--- src/rtl/stream_source.sv ---
// Valid/ready burst transmitter: emits burst_len beats with optional inter-beat gaps.
// Define STREAM_SOURCE_LFSR_EN for an xorshift32 data sequence instead of counting data.
`timescale 1ns/1ps

module stream_source #(
  parameter int WIDTH = 32,
  parameter int LEN_W = 16,
  parameter int GAP_W = 8
) (
  input  logic             clk_i,
  input  logic             clear_i,
  input  logic             start_i,
  input  logic [LEN_W-1:0] burst_len_i,
  input  logic [GAP_W-1:0] gap_i,
  input  logic [WIDTH-1:0] first_i,
  output logic             busy_o,
  output logic             done_o,
  output logic [LEN_W-1:0] sent_count_o,
  output logic             output_valid_o,
  input  logic             output_ready_i,
  output logic [WIDTH-1:0] output_data_o
);

  typedef enum logic [1:0] {
    ST_IDLE = 2'd0,
    ST_SEND = 2'd1,
    ST_GAP  = 2'd2
  } state_e;

  state_e state_q, state_d;

  logic [LEN_W-1:0] len_q, len_d;
  logic [GAP_W-1:0] gap_q, gap_d;
  logic [GAP_W-1:0] gap_cnt_q, gap_cnt_d;
  logic [LEN_W-1:0] count_q, count_d;
  logic             valid_q, valid_d;
  logic [WIDTH-1:0] data_q, data_d;
  logic             done_q, done_d;

  logic             accept;
  logic [LEN_W-1:0] count_inc;
  logic             last_beat;
  logic             load_en;
  logic             adv_en;
  logic [WIDTH-1:0] first_beat;
  logic [WIDTH-1:0] next_beat;

  assign accept    = valid_q && output_ready_i;
  assign count_inc = count_q + LEN_W'(1);
  assign last_beat = (count_inc == len_q);
  assign load_en   = (state_q == ST_IDLE) && start_i && (burst_len_i != '0);
  assign adv_en    = (state_q == ST_SEND) && accept;

`ifdef STREAM_SOURCE_LFSR_EN
  logic [31:0] lfsr_q, lfsr_d;
  logic [31:0] seed;
  logic [31:0] lfsr_step;

  function automatic logic [31:0] xorshift32(input logic [31:0] s);
    logic [31:0] t;
    t = s ^ (s << 13);
    t = t ^ (t >> 17);
    t = t ^ (t << 5);
    return t;
  endfunction

  // An all-zero state is a fixed point of xorshift, so a zero seed is replaced.
  assign seed       = (first_i == '0) ? 32'h1 : 32'(first_i);
  assign lfsr_step  = xorshift32(lfsr_q);
  assign first_beat = seed[WIDTH-1:0];
  assign next_beat  = lfsr_step[WIDTH-1:0];

  always_comb begin
    lfsr_d = lfsr_q;
    if (load_en) begin
      lfsr_d = seed;
    end else if (adv_en) begin
      lfsr_d = lfsr_step;
    end
  end

  always_ff @(posedge clk_i) begin
    if (clear_i) begin
      lfsr_q <= 32'h1;
    end else begin
      lfsr_q <= lfsr_d;
    end
  end
`else
  assign first_beat = first_i;
  assign next_beat  = data_q + WIDTH'(1);
`endif

  // State register
  always_ff @(posedge clk_i) begin
    if (clear_i) begin
      state_q <= ST_IDLE;
    end else begin
      state_q <= state_d;
    end
  end

  // Next-state logic
  always_comb begin
    state_d = state_q;
    case (state_q)
      ST_IDLE: begin
        if (load_en) begin
          state_d = ST_SEND;
        end
      end
      ST_SEND: begin
        if (accept) begin
          if (last_beat) begin
            state_d = ST_IDLE;
          end else if (gap_q != '0) begin
            state_d = ST_GAP;
          end
        end
      end
      ST_GAP: begin
        if (gap_cnt_q <= GAP_W'(1)) begin
          state_d = ST_SEND;
        end
      end
      default: state_d = ST_IDLE;
    endcase
  end

  // Output logic: next values of the registered outputs plus the busy decode
  always_comb begin
    len_d     = len_q;
    gap_d     = gap_q;
    gap_cnt_d = gap_cnt_q;
    count_d   = count_q;
    valid_d   = valid_q;
    data_d    = data_q;
    done_d    = 1'b0;
    busy_o    = (state_q != ST_IDLE);
    case (state_q)
      ST_IDLE: begin
        if (start_i) begin
          count_d = '0;
          if (burst_len_i == '0) begin
            done_d = 1'b1;
          end else begin
            len_d   = burst_len_i;
            gap_d   = gap_i;
            valid_d = 1'b1;
            data_d  = first_beat;
          end
        end
      end
      ST_SEND: begin
        if (accept) begin
          count_d = count_inc;
          data_d  = next_beat;
          if (last_beat) begin
            valid_d = 1'b0;
            done_d  = 1'b1;
          end else if (gap_q != '0) begin
            valid_d   = 1'b0;
            gap_cnt_d = gap_q;
          end
        end
      end
      ST_GAP: begin
        // Valid rises on the edge that ends the last gap cycle.
        if (gap_cnt_q <= GAP_W'(1)) begin
          valid_d = 1'b1;
        end else begin
          gap_cnt_d = gap_cnt_q - GAP_W'(1);
        end
      end
      default: begin
        valid_d = 1'b0;
      end
    endcase
  end

  always_ff @(posedge clk_i) begin
    if (clear_i) begin
      len_q     <= '0;
      gap_q     <= '0;
      gap_cnt_q <= '0;
      count_q   <= '0;
      valid_q   <= 1'b0;
      data_q    <= '0;
      done_q    <= 1'b0;
    end else begin
      len_q     <= len_d;
      gap_q     <= gap_d;
      gap_cnt_q <= gap_cnt_d;
      count_q   <= count_d;
      valid_q   <= valid_d;
      data_q    <= data_d;
      done_q    <= done_d;
    end
  end

  assign done_o         = done_q;
  assign sent_count_o   = count_q;
  assign output_valid_o = valid_q;
  assign output_data_o  = data_q;

endmodule

--- config.mk ---
export PLATFORM = sky130hd
export DESIGN_NAME = stream_source
export DESIGN_NICKNAME = d
export VERILOG_FILES = /design/src/rtl/stream_source.sv
export SDC_FILE = /design/constraint.sdc
export NUM_CORES = 1
export LEC_CHECK = 0
export CAP_MARGIN = 20
export CORE_MARGIN = 3
export CORE_UTILIZATION = 51
export DETAILED_ROUTE_END_ITERATION = 10
export PLACE_DENSITY = 0.81
export SYNTH_ARGS = -nofsm -noshare
export SYNTH_HDL_FRONTEND = slang
export SYNTH_SLANG_ARGS = --single-unit
--- constraint.sdc ---
create_clock -name clk_i -period 3.2 [get_ports clk_i]
set_input_delay 0.64 -clock clk_i [delete_from_list [all_inputs] [get_ports clk_i]]
set_output_delay 0.64 -clock clk_i [all_outputs]
set_load 0.02 [all_outputs]
-- Yosys cells after proc, flatten, opt, wreduce, memory -nomap -nowiden
Index checks and enable logic that the tools add are counted.
- $add $sub $neg: 3
- order comparisons: 1
- bitwise logic cells: 1
- reduce and logical (&&, ||, !) cells: 16
- multiplexer cells: 30
- equal/unequal tests: 12
- operator list (cell ; number):
    $mux 32 ; 3
    $pmux 32 s2 ; 1
    $add 32x1->32 const B ; 1
    $mux 16 ; 2
    $mux 8 ; 4
    $pmux 16 s2 ; 1
    $add 16x1->16 const B ; 1
    $eq 16x16->1 ; 1
    $logic_not 16->1 ; 1
    $pmux 8 s2 ; 1
    $reduce_bool 16->1 ; 1
    $ne 2x2->1 const B ; 7
    $mux 1 ; 10
    $mux 2 ; 5
    $reduce_and 5->1 ; 2
    $le 8x1->1 const B ; 1
    $reduce_and 4->1 ; 2
    $reduce_bool 8->1 ; 1
    $sub 8x1->8 const B ; 1
    $pmux 2 s3 ; 1
    $reduce_and 3->1 ; 2
    $reduce_bool 2->1 ; 3
    $logic_and 1x1->1 ; 3
    $ne 3x2->1 const B ; 1
    7 further kinds ; 7
- register bits after elaboration: 84
- output and inout port bits: 51
- word-level logic and storage cells: 71
- input port bits: 60

-- Longest topological paths before layout
Gate-level depths: netlist of the first run.
- word-level depth: 5
- gate-level depth with buffers: 11
- gate-level depth less buffers: 9

-- Worst setup path before layout of the first run
No wires, ideal clock.
- kind: flip-flop to flip-flop
- from: reg count_q[0] (netlist: sent_count_o[0])
- to: reg gap_cnt_q[1]
- stages on the path, launching flop included: 12
- setup slack: 340 ps
- clock period less this slack: 2860 ps
- data required time: 3072 ps
- library setup time: 128 ps
- data arrival time: 2733 ps
- path buffers: 2
- path through: dfxtp_1 > ha_1 > buf_2 > nand3_2 > or4_4 > xnor2_2 > nand4_2 > a2111oi_4 > a211o_2 > buf_6 > mux2i_1 > nor2_1
- longest elaborated chain between the ends: 4
- RTL lines (item ; line ; RTL):
    start: declaration ; 35 ; logic [LEN_W-1:0] count_q, count_d;
    start signal: assignment ; 194 ; count_q <= count_d;
    $add 16x1->16 ; 49 ; assign count_inc = count_q + LEN_W'(1);
    $eq 16x16->1 ; 50 ; assign last_beat = (count_inc == len_q);
    $ne 2x2->1 (no source line) ; - ;
    $reduce_and 5->1 (no source line) ; - ;
    end signal: assignment ; 193 ; gap_cnt_q <= gap_cnt_d;
    end: declaration ; 34 ; logic [GAP_W-1:0] gap_cnt_q, gap_cnt_d;
Every way passes these cells.
A chain may end at the register's enable or synchronous reset.

-- Final worst setup path of the first run
- from: reg count_q[1] (netlist: sent_count_o[1])
- to: reg gap_cnt_q[1]
The elaborated chain is that of the path after synthesis.

==> impl_results.md, run 1 <==
* Clk buf depth at 2
* Setup WS post-layout at 264 ps
* Startpoint class of the critical path: flip-flop
* DR vias at 5220
* Power share of the clock group at 0.256
* Cell Chain, Critical Path: ha_1 > nand3_2 > or4_4 > xnor2_2 > nand4_2 > a2111oi_4 > a211o_2 > mux2i_1 > nor2_1
* Switching Fraction at 0.357
* CTS tree: yes
* Antenna violations before repair at 0
* Final setup fails at 0
* Synth cell types at 63
* Slowest stage delay, CP at 610 ps
* Worst-margin pin slew at 886 ps
* Commonest non-fill, non-tap cells in the layout: clkdlybuf4s50_1 (109), nand2_1 (97), a21oi_1 (90), dfxtp_1 (84), nor2_1 (71)
* Residual DRC at 0
* Htree depth at 3
* DIE AREA at 10700 um2
* Top delay family on crit path: simple AND/OR/NAND/NOR gates
* Placed insts at 851
* EDFF count, synth at 0
* Post-synthesis cell count at 663
* Ys flop type: dfxtp_1
* Initial Util at 0.540
* Worst slack, placed at 318 ps
* Final Total Pwr at 3.05 mW
* Buffers & Inverters on Critical Path at 0
* CTS Buf Count at 9
* Leak Pwr at 2.17 nW
* Final Non-Filler Cells at 867
* Seq pwr share at 0.419
* Rows at 34
* Largest family of logic cells by synthesized area: simple AND/OR/NAND/NOR gates
* Height of the die at 103 um
* Cts repair resizes at 0
* First-pass GRT wire length at 21.8 mm
* Layout cell share with drive strength beyond 1 at 0.0725
* RSZ-0062 raised after global routing: no
* Post-route ant nets at 0
* Pin count of the biggest net entering global routing at 85
* Core footprint at 8930 um2
* Total power divided by cell area at 493 nW/um2
* Mapped Nets at 727
* Commonest non-fill, non-tap cell in the layout: clkdlybuf4s50_1
* Crit path required time at 3410 ps
* Post-Synth XOR/XNOR Area at 0.0415
* Mapped cell area at 4820 um2
* Root Buffer Master: clkbuf_8
* Total Routing Usage GR at 0.256
* Internal at 1.96 mW
* Via/cell ratio at 6.02
* Drt first pass iters at 5
* GRT overflow at 0
* Hold buffer count at CTS at 0
* Clock Sinks at 84
* Final instance area at 6190 um2
* Simple-gate portion of the synthesized area at 0.295
* Compound-Gate Fraction of Synth Area at 0.254
* Worst min path class: flip-flop to flip-flop
* Clk_lat worst skew at 350 ps
* Final period util at 0.918
* #FFs+latches synth at 84
* Critical-path maximum fanout at 16
* Setup tns final at 0 ps
* Final Skew at 10.9 ps
* Syn avg cell area at 7.28 um2
* Setup Buffers After CTS at 0
* Top Ports at 111
* FFs w/ async S/R, synth at 0
* Post-synthesis sequential area ratio at 0.349
* Max-Cap Viols at 0
* Worst rel slew slack at 0.409
* Nets at 818
* Fin. Hold Viols at 0
* Min Tclk post-route at 2940 ps
* 1st-iter DRT viols at 362
* Detailed placement HPWL at 9.77 mm
* Final Slew Violations at 0
* CP max stage cell: or4_4
* Maximum vdd ir drop at 0.293 mV
* Critical path class: flip-flop to flip-flop
* DIE WIDTH at 103 um
* Sw power at 1.09 mW
* N_diodes at 0
* P&R area growth vs syn at 28.3%
* Worst path arrival time at 3150 ps
* Multiplexer share of the synthesized area at 0.00208
* Worst hold slack at 476 ps
* Reg clk slew, reported paths at 90 ps
* Final Wtd Congestion at 0.900
* Wire length per cell at 16.0 um
* Crit end category: flip-flop
* Vias in the first global route at 4673
* Outcome: finished clean
* Yosys Warn Count at 0
* Fin util at 0.693
* Peak Freq at 341 MHz
* Synth Area in Adders at 0.0104
* DP Area at 5990 um2
* Port Buffers at 110
* Post-Route WL at 13.9 mm
* Comb pwr share at 0.325
## flip-flops by register name (all words and copies together), names as in the netlist
| register | cells |
|---|---|
| output_valid_o | 1 |
| gap_q | 8 |
| done_o | 1 |
| len_q | 16 |
| gap_cnt_q | 8 |
| state_q | 2 |
| output_data_o | 32 |
| sent_count_o | 16 |
## final cells by class
type / instances / area (um2)
Multi-Input combinational cell: 524 / 2920
Fill cell: 750 / 2750
Sequential cell: 84 / 1680
Timing Repair Buffer: 126 / 1220
Clock buffer: 10 / 138
Tap cell: 108 / 135
Clock inverter: 6 / 63.8
Inverter: 9 / 33.8
## worst paths after layout
kind / start / end / slack [ps] / cells past startpoint
setup reg to reg: sent_count_o[1]$_SDFFE_PP0P_ / gap_cnt_q[1]$_SDFFE_PP0P_ / 260 / 9
hold / removal: len_q[0]$_SDFFE_PP0P_ / len_q[0]$_SDFFE_PP0P_ / 480 / 2
setup / recovery: sent_count_o[1]$_SDFFE_PP0P_ / gap_cnt_q[1]$_SDFFE_PP0P_ / 260 / 9
hold reg to reg: len_q[0]$_SDFFE_PP0P_ / len_q[0]$_SDFFE_PP0P_ / 480 / 2
## power by group through the flow
stage	Combinational, mW	Sequential, mW	Clock (mW)
3_3_place_gp	0.959	1.29	0
4_1_cts	0.988	1.27	0.787
3_5_place_dp	0.983	1.30	0
2_1_floorplan	0.562	1.34	0
5_1_grt	1.09	1.30	0.827
6_report	0.991	1.28	0.783
## synthesized netlist by cell type, types with 5 or more instances
master | n | area, um2
o31ai_1 | 6 | 45.0
xor2_1 | 8 | 70.1
and3_1 | 13 | 81.3
o21ai_1 | 7 | 35.0
and2_1 | 5 | 31.3
xnor2_1 | 13 | 114
a21oi_1 | 90 | 450
nor4_1 | 16 | 100
nand4_1 | 12 | 75.1
a211oi_1 | 14 | 105
nor2_1 | 72 | 270
dfxtp_1 | 84 | 1680
clkbuf_1 | 38 | 143
nor3_1 | 19 | 95.1
inv_1 | 9 | 33.8
nand2_1 | 97 | 364
nor2b_1 | 5 | 31.3
o21ai_0 | 45 | 225
nand3_1 | 25 | 125
a22oi_1 | 7 | 52.6
## cells by family after synthesis
kind of cell,count (synthesis)
XOR/XNOR,22
AO/OA/AOI/OAI,203
AND/OR/NAND/NOR,294
multiplexers,1
flip-flops,84
buffers and inverters,55
adder cells (fa/ha/maj),4
## worst min-delay path, stage by stage, from the launching register on
cell	delay [ps]
dfxtp_1	330
nand2_1	50
a21oi_1	50
## routing by layer
layer	share of wire	GRT usage
met5	0	0
met4	0.012	0.0717
met3	0.084	0.0443
met2	0.46	0.417
met1	0.44	0.351
No activity file was read; power rests on OpenSTA's default activity.
==> inputs of run 2 (changes only) <==
GPL_ROUTABILITY_DRIVEN = 0   (was unset)
==> impl_results.md, run 2 (synthesis results as in run 1) <==
* CTS tree: yes
* Setup Buffers After CTS at 0 (unchanged)
* Commonest non-fill, non-tap cells in the layout: clkdlybuf4s50_1 (109), nand2_1 (97), a21oi_1 (90), dfxtp_1 (84), nor2_1 (71)
* Power share of the clock group at 0.272 (+0.016)
* Post-route ant nets at 0 (unchanged)
* Top Ports at 111 (unchanged)
* Worst min path class: flip-flop to flip-flop
* Reg clk slew, reported paths at 80 ps (about the same)
* Cts repair resizes at 0 (unchanged)
* Hold buffer count at CTS at 0 (unchanged)
* Clock Sinks at 84 (unchanged)
* Max-Cap Viols at 0 (unchanged)
* DIE WIDTH at 103 um (unchanged)
* Nets at 820 (+0.24%)
* Sw power at 1.08 mW (-1.4%)
* Root Buffer Master: clkbuf_8
* DR vias at 5245 (+0.48%)
* Internal at 2.04 mW (+4.1%)
* Antenna violations before repair at 0 (unchanged)
* Startpoint class of the critical path: flip-flop
* Crit end category: flip-flop
* Detailed placement HPWL at 10.0 mm (+2.8%)
* Final Skew at 15.6 ps (+4.67 ps)
* Total power divided by cell area at 501 nW/um2 (+1.6%)
* Setup tns final at 0 ps (unchanged)
* Htree depth at 3 (unchanged)
* Crit path required time at 3430 ps (+20 ps)
* Initial Util at 0.540 (unchanged)
* Wire length per cell at 16.1 um (+0.55%)
* Min Tclk post-route at 2970 ps (+29.4 ps)
* Worst-margin pin slew at 523 ps (-363 ps)
* Rows at 34 (unchanged)
* DIE AREA at 10700 um2 (unchanged)
* Clk buf depth at 2 (unchanged)
* Pin count of the biggest net entering global routing at 44 (-48%)
* Layout cell share with drive strength beyond 1 at 0.0723 (-0.000190)
* Peak Freq at 337 MHz (-0.99%)
* Final setup fails at 0 (unchanged)
* Fin. Hold Viols at 0 (unchanged)
* Setup WS post-layout at 234 ps (-29.4 ps)
* Via/cell ratio at 6.04 (+0.25%)
* Post-Route WL at 14.0 mm (+0.78%)
* First-pass GRT wire length at 22.5 mm (+3.3%)
* Worst slack, placed at 279 ps (-39.0 ps)
* N_diodes at 0 (unchanged)
* Critical path class: flip-flop to flip-flop
* Seq pwr share at 0.410 (-0.009)
* Filler cells at 748 (-0.27%)
* Drt first pass iters at 5 (unchanged)
* RSZ-0062 raised after global routing: no
* Vias in the first global route at 4699 (+0.56%)
* Height of the die at 103 um (unchanged)
* Max reg flops at 32 (unchanged)
* Clk_lat worst skew at 360 ps (about the same)
* Worst path arrival time at 3200 ps (+50 ps)
* P&R area growth vs syn at 28.9%
* Comb pwr share at 0.318 (-0.007)
* Commonest non-fill, non-tap cell in the layout: clkdlybuf4s50_1
* Residual DRC at 0 (unchanged)
* Final period util at 0.927 (+0.00920)
* Maximum vdd ir drop at 0.314 mV (+7.2%)
* Final Slew Violations at 0 (unchanged)
* Switching Fraction at 0.345 (-0.0123)
* CTS Buf Count at 9 (unchanged)
* GRT overflow at 0 (unchanged)
* Worst rel slew slack at 0.651 (+0.242)
* Port Buffers at 110 (unchanged)
* Critical-path maximum fanout at 16 (unchanged)
* Leak Pwr at 2.19 nW (+0.86%)
* Outcome: finished clean
* Total Routing Usage GR at 0.263 (+0.00718)
* 1st-iter DRT viols at 415 (+15%)
* Core footprint at 8930 um2 (unchanged)
==> run 2: cell type report <==
type,count,area [um2],area share
Inverter,9,33.8,0.00543
Sequential cell,84,1680,0.270
Clock buffer,12,145,0.0233
Clock inverter,4,72.6,0.0117
Tap cell,108,135,0.0217
Timing Repair Buffer,128,1230,0.198
Multi-Input combinational cell,524,2920,0.469
==> run 2: worst paths after layout <==
check                                     from  slack (ps)                   endpoint  cells after the start
setup / recovery  sent_count_o[1]$_SDFFE_PP0P_         230  gap_cnt_q[1]$_SDFFE_PP0P_                      9
setup reg to reg  sent_count_o[1]$_SDFFE_PP0P_         230  gap_cnt_q[1]$_SDFFE_PP0P_                      9
hold reg to reg          len_q[3]$_SDFFE_PP0P_         470      len_q[3]$_SDFFE_PP0P_                      2
hold / removal           len_q[3]$_SDFFE_PP0P_         470      len_q[3]$_SDFFE_PP0P_                      2
==> run 2: worst max-delay path: stages (launching register included) <==
cell	delay [ps]
dfxtp_1	460
ha_1	310
nand3_2	170
or4_4	600
xnor2_2	220
nand4_2	150
a2111oi_4	280
a211o_2	360
mux2i_1	230
nor2_1	60
==> run 2: per-stage QoR <==
stage          instance area (um2)  hold slack [ps]  instances  total power, mW   util
6_report                      6220              471        869             3.12  0.696
3_3_place_gp                  6000              459        853             2.25  0.672
5_1_grt                       6220              492        869             3.29  0.696
2_1_floorplan                 4820              448        663             1.91      -
3_5_place_dp                  6000              461        853             2.28  0.672
4_1_cts                       6220              473        869             3.12  0.696
==> run 2: power by group through the flow <==
| stage | Sequential (mW) | Combinational, mW | Clock (mW) |
|---|---|---|---|
| CTS | 1.27 | 0.991 | 0.855 |
| floorplan | 1.34 | 0.562 | 0 |
| detailed placement | 1.30 | 0.986 | 0 |
| global route | 1.29 | 1.10 | 0.902 |
| finish | 1.28 | 0.993 | 0.847 |
| global placement | 1.29 | 0.961 | 0 |
==> run 2: routing by layer <==
metal,vias to the layer above,GRT usage,wire length (um)
met5,-,0,0
met4,0,0.0677,149
met3,17,0.0604,1040
met2,201,0.416,6530
met1,2454,0.364,6260
li1,2573,-,-
